===== src/rtl/clock_div_error_monitor.sv =====
// -----------------------------------------------------------------------------
// clock_div_error_monitor
//
// Consumer end of the divisor/error-flag loop. Turns the divisor from the
// adaptive clock search into a launch strobe and divided clock for the path
// under test. It then checks whether each launch completes (i_Capture_Done)
// within one divided period, and returns o_Error_Flag to the search logic.
//
// Ports:
//   clk             system clock
//   rst             synchronous, active-high reset
//   i_Enable        monitor run enable
//   i_Clk_Div       requested divisor; period P = max(i_Clk_Div, MIN_PERIOD)
//   i_Capture_Done  path-under-test completion pulse/level
//   o_Launch        one-cycle strobe in the first cycle of each window
//   o_Div_Clk       divided clock, high for the first ceil(P/2) window cycles
//   o_Error_Flag    last evaluated window missed its deadline
//   o_Latency       launch-to-done cycles of the last hit window
//   o_Window_Valid  one-cycle pulse when a window result is registered
//
// Optional build macro:
//   ERR_HYST_EN  When defined, a miss sets o_Error_Flag immediately. The flag
//                clears only after CLEAR_HITS consecutive hit windows.
// -----------------------------------------------------------------------------
module clock_div_error_monitor #(
   parameter int DATA_WIDTH = 8,
   parameter int MIN_PERIOD = 1,
   parameter int CLEAR_HITS = 2
) (
   input  logic                  clk,
   input  logic                  rst,
   input  logic                  i_Enable,
   input  logic [DATA_WIDTH-1:0] i_Clk_Div,
   input  logic                  i_Capture_Done,
   output logic                  o_Launch,
   output logic                  o_Div_Clk,
   output logic                  o_Error_Flag,
   output logic [DATA_WIDTH-1:0] o_Latency,
   output logic                  o_Window_Valid
);

   typedef enum logic [1:0] {
      IDLE = 2'd0,
      WAIT = 2'd1,   // window open, no done seen yet
      HOLD = 2'd2    // done credited, waiting out the rest of the window
   } state_t;

   // The floor never drops below 1, so that P-1 cannot underflow.
   localparam int                  MIN_P_INT = (MIN_PERIOD < 1) ? 1 : MIN_PERIOD;
   localparam logic [DATA_WIDTH-1:0] MIN_P   = DATA_WIDTH'(MIN_P_INT);
   localparam logic [DATA_WIDTH-1:0] ONE     = DATA_WIDTH'(1);
   localparam logic [DATA_WIDTH:0]   ONE_W   = (DATA_WIDTH+1)'(1);

   state_t                  state_q, state_d;
   logic [DATA_WIDTH-1:0]   cnt_q, cnt_d;
   logic [DATA_WIDTH-1:0]   period_q, period_d;
   logic [DATA_WIDTH-1:0]   p_req;
   logic [DATA_WIDTH-1:0]   lat_d;
   logic [DATA_WIDTH:0]     half_d;
   logic                    launch_d, div_clk_d, err_d, valid_d;
   logic                    start, hit_now, win_end, miss;

`ifdef ERR_HYST_EN
   // The extra bit keeps the width non-zero and lets the counter hold CLEAR_HITS.
   localparam int HW = $clog2(CLEAR_HITS + 2);
   logic [HW-1:0] hit_cnt_q, hit_cnt_d;
`endif

   // A divisor of 0, or any value below the floor, becomes the floor.
   assign p_req = (i_Clk_Div < MIN_P) ? MIN_P : i_Clk_Div;

   always_comb begin
      // NOTE: every signal written here gets a default first, so no path
      // leaves it unassigned and no latch is inferred.
      state_d  = state_q;
      cnt_d    = cnt_q;
      period_d = period_q;
      lat_d    = o_Latency;
      err_d    = o_Error_Flag;
      launch_d = 1'b0;
      valid_d  = 1'b0;
      start    = 1'b0;
      hit_now  = 1'b0;
      win_end  = 1'b0;
      miss     = 1'b0;
`ifdef ERR_HYST_EN
      hit_cnt_d = hit_cnt_q;
`endif

      unique case (state_q)
         IDLE: start = i_Enable;

         WAIT, HOLD: begin
            // Only the first done of a window counts. HOLD ignores later ones.
            hit_now = (state_q == WAIT) && i_Capture_Done;
            win_end = (cnt_q == period_q - ONE);

            if (hit_now) begin
               lat_d   = cnt_q;
               state_d = HOLD;
            end

            if (win_end) begin
               valid_d = 1'b1;
               // A done in the final cycle still counts as a hit.
               miss    = (state_q == WAIT) && !i_Capture_Done;
`ifdef ERR_HYST_EN
               if (miss) begin
                  err_d     = 1'b1;
                  hit_cnt_d = '0;
               end else begin
                  if (hit_cnt_q < HW'(CLEAR_HITS))
                     hit_cnt_d = hit_cnt_q + HW'(1);
                  if (hit_cnt_d >= HW'(CLEAR_HITS))
                     err_d = 1'b0;
               end
`else
               err_d = miss;
`endif
               if (i_Enable) start   = 1'b1;
               else          state_d = IDLE;
            end else begin
               cnt_d = cnt_q + ONE;
            end
         end

         default: state_d = IDLE;
      endcase

      // A new window opens from IDLE or back-to-back at a window end. The
      // divisor is sampled only here, so mid-window changes wait for it.
      if (start) begin
         period_d = p_req;
         cnt_d    = '0;
         launch_d = 1'b1;
         state_d  = WAIT;
      end

      // The divided clock is registered from next-state values, so it lines
      // up with the counter cycle it describes.
      half_d    = ({1'b0, period_d} + ONE_W) >> 1;
      div_clk_d = (state_d != IDLE) && ({1'b0, cnt_d} < half_d);
   end

   always_ff @(posedge clk) begin
      // NOTE: sequential state uses non-blocking assignments, so every
      // register samples pre-edge values regardless of statement order.
      if (rst) begin
         state_q        <= IDLE;
         cnt_q          <= '0;
         period_q       <= ONE;
         o_Launch       <= 1'b0;
         o_Div_Clk      <= 1'b0;
         o_Error_Flag   <= 1'b0;
         o_Latency      <= '0;
         o_Window_Valid <= 1'b0;
`ifdef ERR_HYST_EN
         hit_cnt_q      <= '0;
`endif
      end else begin
         state_q        <= state_d;
         cnt_q          <= cnt_d;
         period_q       <= period_d;
         o_Launch       <= launch_d;
         o_Div_Clk      <= div_clk_d;
         o_Error_Flag   <= err_d;
         o_Latency      <= lat_d;
         o_Window_Valid <= valid_d;
`ifdef ERR_HYST_EN
         hit_cnt_q      <= hit_cnt_d;
`endif
      end
   end

endmodule


===== config.mk =====
export PLATFORM = sky130hd
export DESIGN_NAME = clock_div_error_monitor
export DESIGN_NICKNAME = d
export VERILOG_FILES = /design/src/rtl/clock_div_error_monitor.sv
export SDC_FILE = /design/constraint.sdc
export NUM_CORES = 1
export LEC_CHECK = 0
export CORE_UTILIZATION = 60
export DETAILED_ROUTE_END_ITERATION = 12
export PLACE_DENSITY_LB_ADDON = 0.3
export REMOVE_ABC_BUFFERS = 1
export SLEW_MARGIN = 30
export SYNTH_ARGS = -nofsm -noshare
export SYNTH_HDL_FRONTEND = slang
export SYNTH_SLANG_ARGS = --single-unit

===== constraint.sdc =====
create_clock -name clk -period 12.6 [get_ports clk]
set_input_delay 2.52 -clock clk [delete_from_list [all_inputs] [get_ports clk]]
set_output_delay 2.52 -clock clk [all_outputs]
set_load 0.05 [all_outputs]

==> results of run 1 <==
[worst max-delay path by stage]
stage                        start   endpoint  slack [ns]  depth (start not counted)
after floorplan           i_Enable  o_Div_Clk        7.21                         17
after global placement    i_Enable  o_Div_Clk        6.54                         18
after detailed placement  i_Enable  o_Div_Clk        6.40                         18
after CTS                 i_Enable  o_Div_Clk        6.73                         18
after global routing      i_Enable  o_Div_Clk        6.46                         18
final                     i_Enable  o_Div_Clk        6.71                         18
[Yosys cell counts, drive strengths merged (2+ instances only)]
cell / instances / area share (%)
a2111oi: 2 / 1.8
a21oi: 10 / 2.4
a32oi: 2 / 0.85
and2: 3 / 0.91
and3: 2 / 0.61
buf: 6 / 3.1
clkbuf: 8 / 1.5
dfxtp: 30 / 29
ha: 13 / 7.9
inv: 8 / 1.5
mux2i: 14 / 6.8
nand2: 13 / 2.4
nand3: 13 / 3.2
nand4: 2 / 0.61
nor2: 43 / 7.8
nor2b: 3 / 0.91
nor3: 14 / 3.9
nor4: 4 / 2.7
o21ai: 4 / 0.97
or4: 2 / 0.91
xnor2: 12 / 5.5
xor2: 16 / 6.8
[final cells by class]
cell class	instances	area, um2	area share (%)
Clock buffer	5	37.5	1.63
Inverter	8	30.0	1.30
Tap cell	44	55.1	2.39
Clock inverter	2	10.0	0.434
Timing Repair Buffer	24	238	10.3
Sequential cell	30	601	26.1
Multi-Input combinational cell	190	1330	57.9
[cell families (layout without fill, tap and decap cells)]
| kind of cell | after synthesis | in the layout | share of synthesized area, % |
|---|---|---|---|
| AOI/OAI and AO/OA | 30 | 30 | 11.5 |
| and+or+nand+nor | 104 | 104 | 25.8 |
| xor gates and xnor gates | 28 | 28 | 12.3 |
| buffers and inverters | 22 | 39 | 6.08 |
| adders and majority gates | 13 | 13 | 7.90 |
| muxes | 15 | 15 | 7.35 |
| DFF | 30 | 30 | 29.2 |
[worst max-delay path, stage by stage]
cell and delay, ns:
clkdlybuf4s50_1 0.50, nor2b_1 0.21, and2_1 0.17, a22o_4 0.36, mux2_2 0.40, ha_1 0.24
and3_1 0.22, nand3_1 0.10, xor2_1 0.16, nand2_1 0.07, o21ai_0 0.09, ha_1 0.25
nand3_1 0.09, nor2_1 0.05, o21ai_0 0.10, a21oi_1 0.06, or4_1 0.39, a21oi_1 0.14
[report_power, final]
part	leakage, nW	switching, mW	internal [mW]	total (mW)
logic	0.643	0.0403	0.0297	0.0701
registers	0.244	0.00733	0.0991	0.106
clock network	0.0308	0.0309	0.0200	0.0509
total	0.918	0.0786	0.149	0.227
[through the flow]
step           setup WS (ns)  instance area [um2]  power [mW]  utilization [%]
2_1_floorplan           7.21                 1960       0.158                -
3_3_place_gp            6.54                 2260       0.176             71.6
3_5_place_dp            6.40                 2260       0.178             71.6
4_1_cts                 6.73                 2300       0.228             73.1
5_1_grt                 6.46                 2300       0.241             73.1
6_report                6.71                 2300       0.227             73.1
[flip-flops by register name, summed over array words and instances, names as in the netlist]
signal,count
o_Div_Clk,1
period_q,8
state_q,2
o_Error_Flag,1
o_Latency,8
cnt_q,8
o_Window_Valid,1
o_Launch,1
[per-layer routing]
metal / part of all wire, % / vias up / GRT usage, %
met5: 0 / - / 0
met4: 1.7 / 0 / 8.44
met3: 2.7 / 8 / 6.40
met2: 47 / 21 / 42.5
met1: 49 / 766 / 32.3
li1: - / 877 / -
==> flow_summary.ini, run 1 <==
[status]
status = complete, no violations

[die]
fp-row-count = 20
initial_core_util_pct = 65.3
num_io_pins = 24
die_h_um = 60.6
core_area_mm2 = 0.00315
die_w_um = 60.6
dieArea_mm2 = 0.00367

[global_routing]
grt_pass1_vias = 1535
track_usage_pct = 25.5
grt_first_pass_wirelength_um = 6880
grt.overflow.total = 0
grt_max_degree = 39
antenna_found_initial = 0

[final_layout]
layout_commonest_cell = nor2_1
num_antenna_cells = 0
drive_above_1_share_pct = 8.11
syn_to_final_growth_pct = 11.9
mostFrequentLayoutCells = nor2_1, dfxtp_1, clkdlybuf4s50_1
stdcell_count = 303
fillerInstances = 263
nets = 284

[placement]
dpl.hpwl_um = 3160
gp_congestion = 0.851
io_buffer_count = 23
place_inst = 296

[routing]
drt-wirelength-per-cell_um = 13.5
final_antenna_net_count = 0
vias = 1672
initialDrtViolationCount = 53
drc = 0
totalWireLength_um = 4100
drtPass1Iterations = 4
vias_per_cell = 5.52

[sta]
finalHoldWorstSlack_ns = 0.477
max_freq_mhz = 170
fin_crit_ns = 5.89
hold_violations = 0
post-route-period-util_pct = 46.7
max-slew-margin-rel_pct = 50.0
worst_pin_slew_ns = 0.731
rsz0062_at_grt = no
tns_ns = 0
report.final.setup_viol = 0
fin_skew_ns = 0.00819
slew_violations = 0

[clock_network]
clockBufferDepth = 2
cts_hold_buf = 0
h-tree-depth = 2
cts_setup_buffers = 0
clock_latency_ns = 0.32
cts_resized = 0
cts_buffers = 5
clock-root-buffer = clkbuf_4
cts_tree = built
clock-sinks = 30
clk_pin_slew_worst_paths_ns = 0.08

[setup_path]
crit_required_ns = 12.85
crit_path_start_kind = input pin
worstReg2RegStart = period_q[2]
cp-end-kind = flip-flop
crit_type = in2reg
r2r-end = o_Div_Clk
r2r_cells = 19
rrSetupSlack_ns = 7.83
path_max_fanout = 38
crit_arrival_ns = 6.14

[synthesis]
synth_area_mm2 = 0.00206
ys_seq_elements = 30
synth_cells = 242
synth_enable_flop_cells = 0
synth_cell_types = 51
synth_seq_area_share_pct = 29.2
syn_avg_cell_area_um2 = 8.51
yosys_warnings = 0
ys_async_sr_fraction_pct = 0
dominantRegCellSynth = dfxtp_1

[flow_run]
drv_cap = 0

[pwr]
ir_drop_mv = 0.0741
power.density_mw_per_mm2 = 98.7
p_leak_nw = 0.918

[min_path]
hp-class = reg2reg
hold_depth = 2
min_to = o_Error_Flag
hp-start = o_Error_Flag
(Power assumes the default switching activity.)
==> run 2, diff against run 1 <==
--- a/config.mk
+++ b/config.mk
@@ -5,7 +5,7 @@
 export SDC_FILE = /design/constraint.sdc
 export NUM_CORES = 1
 export LEC_CHECK = 0
-export CORE_UTILIZATION = 60
+export CORE_UTILIZATION = 50
 export DETAILED_ROUTE_END_ITERATION = 12
 export PLACE_DENSITY_LB_ADDON = 0.3
 export REMOVE_ABC_BUFFERS = 1
==> constraint.sdc (replaced) <==
create_clock -name clk -period 5.2 [get_ports clk]
set_input_delay 1.04 -clock clk [delete_from_list [all_inputs] [get_ports clk]]
set_output_delay 1.04 -clock clk [all_outputs]
set_load 0.05 [all_outputs]
==> run 2 against run 1 <==
Compared with the run above:
- non-clock buffer count unchanged
- core utilization is 11 points lower
- wire length grew 6.0%
- sequential power increased by 140%
- power rose to 2.8 times the previous value
- largest power group unchanged
- highest routed layer unchanged
==> flow_summary.ini, run 2 (synthesized netlist as in run 1, its figures left out) <==
[status]
status = complete, no violations

[flow_run]
drv_cap = 0

[final_layout]
layout_commonest_cell = nor2_1
fillerInstances = 349
multiInputGateArea_mm2 = 0.00133
stdcell_count = 308
final_area_mm2 = 0.00235
register_area_um2 = 601
syn_to_final_growth_pct = 14.2
nets = 284
num_antenna_cells = 0
drive_above_1_share_pct = 8.85
mostFrequentLayoutCells = nor2_1, dfxtp_1, clkdlybuf4s50_1
fin_util_pct = 61.9
top_regs = cnt_q x8, o_Latency x8, period_q x8

[sta]
fin_ws_ns = 0.627
rsz0062_at_grt = no
worst_pin_slew_ns = 0.816
hold_violations = 0
report.final.setup_viol = 0
tns_ns = 0
max_freq_mhz = 219
fin_skew_ns = 0.00622
max-slew-margin-rel_pct = 44.2
slew_violations = 0
post-route-period-util_pct = 87.9
finalHoldWorstSlack_ns = 0.458
fin_crit_ns = 4.57

[global_routing]
grt_pass1_vias = 1550
grt_max_degree = 31
grt_first_pass_wirelength_um = 7310
track_usage_pct = 22.4
grt.overflow.total = 0
antenna_found_initial = 0

[die]
die_w_um = 66.2
num_io_pins = 24
die_h_um = 66.2
fp-row-count = 22
dieArea_mm2 = 0.00438
initial_core_util_pct = 54.2
core_area_mm2 = 0.00380

[routing]
final_antenna_net_count = 0
drc = 0
vias_per_cell = 5.67
drt-wirelength-per-cell_um = 14.1
vias = 1747
totalWireLength_um = 4340
drtPass1Iterations = 4
initialDrtViolationCount = 63

[placement]
postPlaceCellArea_mm2 = 0.00226
dpl.hpwl_um = 3180
gp_congestion = 0.910
place_inst = 300
place_ws_ns = 0.642
io_buffer_count = 23

[clock_network]
cts_hold_buf = 0
cts_setup_buffers = 0
clk_pin_slew_worst_paths_ns = 0.07
clock-sinks = 30
h-tree-depth = 2
clock-root-buffer = clkbuf_8
cts_tree = built
clock_latency_ns = 0.29
clockBufferDepth = 2
cts_buffers = 5
cts_resized = 0

[setup_path]
cp_slowest_stage_delay_ns = 0.58
crit_type = reg2reg
path_max_fanout = 20
crit_path_start_kind = flip-flop
crit_required_ns = 5.41
path_cells = or4_4 -> a2111oi_4 -> nor3_4 -> nor4_4 -> a22o_4 -> mux2_2 -> ha_1 -> and3_1 -> nand3_1 -> xor2_1 -> nand2_1 -> o21ai_0 -> ha_1 -> nand3_1 -> nor2_1 -> o21ai_0 -> a21oi_1 -> or4_1 -> a21oi_1
cp-end-kind = flip-flop
crit_arrival_ns = 4.79
cp_slowest_cell = or4_4

[pwr]
power.density_mw_per_mm2 = 267
p_leak_nw = 0.934
power_uw = 628
switchingPower_uw = 209
p_sw_share_pct = 33.3
p_int_uw = 419
ir_drop_mv = 0.165
clock_power_share_pct = 32.0
seqPwrFrac_pct = 41.0
combPwrFrac_pct = 27.0

[min_path]
hp-class = reg2reg
==> run 2: path summary, 6_finish.rpt <==
path,slack (ns),cells past startpoint,to,start
hold / removal,0.46,2,o_Error_Flag,o_Error_Flag
setup / recovery,0.63,19,o_Div_Clk,period_q[0]
setup reg to reg,0.63,19,o_Div_Clk,period_q[0]
hold reg to reg,0.46,2,o_Error_Flag,o_Error_Flag
==> run 2: area by class of cell <==
cell class	instances	area share, %
Multi-Input combinational cell	190	56.7
Sequential cell	30	25.5
Timing Repair Buffer	24	9.89
Clock buffer	6	3.51
Tap cell	48	2.55
Inverter	8	1.28
Clock inverter	2	0.532
==> run 2: worst max-delay path: cells and delay by family (launching register included) <==
| family | cells | cell delay, ns |
|---|---|---|
| flip-flops | 1 | 0.37 |
| adder cells (fa/ha/maj) | 2 | 0.51 |
| AND/OR/NAND/NOR | 9 | 2.02 |
| XOR/XNOR | 1 | 0.17 |
| multiplexers | 1 | 0.37 |
| AO/OA/AOI/OAI | 6 | 1.05 |
==> run 2: per-layer routing <==
layer | vias to the layer above | part of all wire, % | global-route usage [%]
li1 | 875 | - | -
met1 | 807 | 46 | 31.0
met2 | 54 | 44 | 33.4
met3 | 11 | 7.3 | 5.17
met4 | 0 | 2.0 | 8.51
met5 | - | 0 | 0
==> run 2: power by group through the flow <==
stage	Clock, mW	Combinational, mW	Sequential (mW)
floorplan	0	0.116	0.267
global placement	0	0.167	0.262
detailed placement	0	0.168	0.262
CTS	0.204	0.169	0.257
global route	0.218	0.188	0.259
finish	0.201	0.169	0.257
==> run 3, diff against run 2 <==
--- a/config.mk
+++ b/config.mk
@@ -5,10 +5,13 @@
 export SDC_FILE = /design/constraint.sdc
 export NUM_CORES = 1
 export LEC_CHECK = 0
+export CAP_MARGIN = 20
 export CORE_UTILIZATION = 50
 export DETAILED_ROUTE_END_ITERATION = 12
+export GPL_ROUTABILITY_DRIVEN = 1
 export PLACE_DENSITY_LB_ADDON = 0.3
 export REMOVE_ABC_BUFFERS = 1
+export SKIP_LAST_GASP = 1
 export SLEW_MARGIN = 30
 export SYNTH_ARGS = -nofsm -noshare
 export SYNTH_HDL_FRONTEND = slang
==> results of run 3 <==
The final DEF is identical to that of run 2; final timing and power are the same.
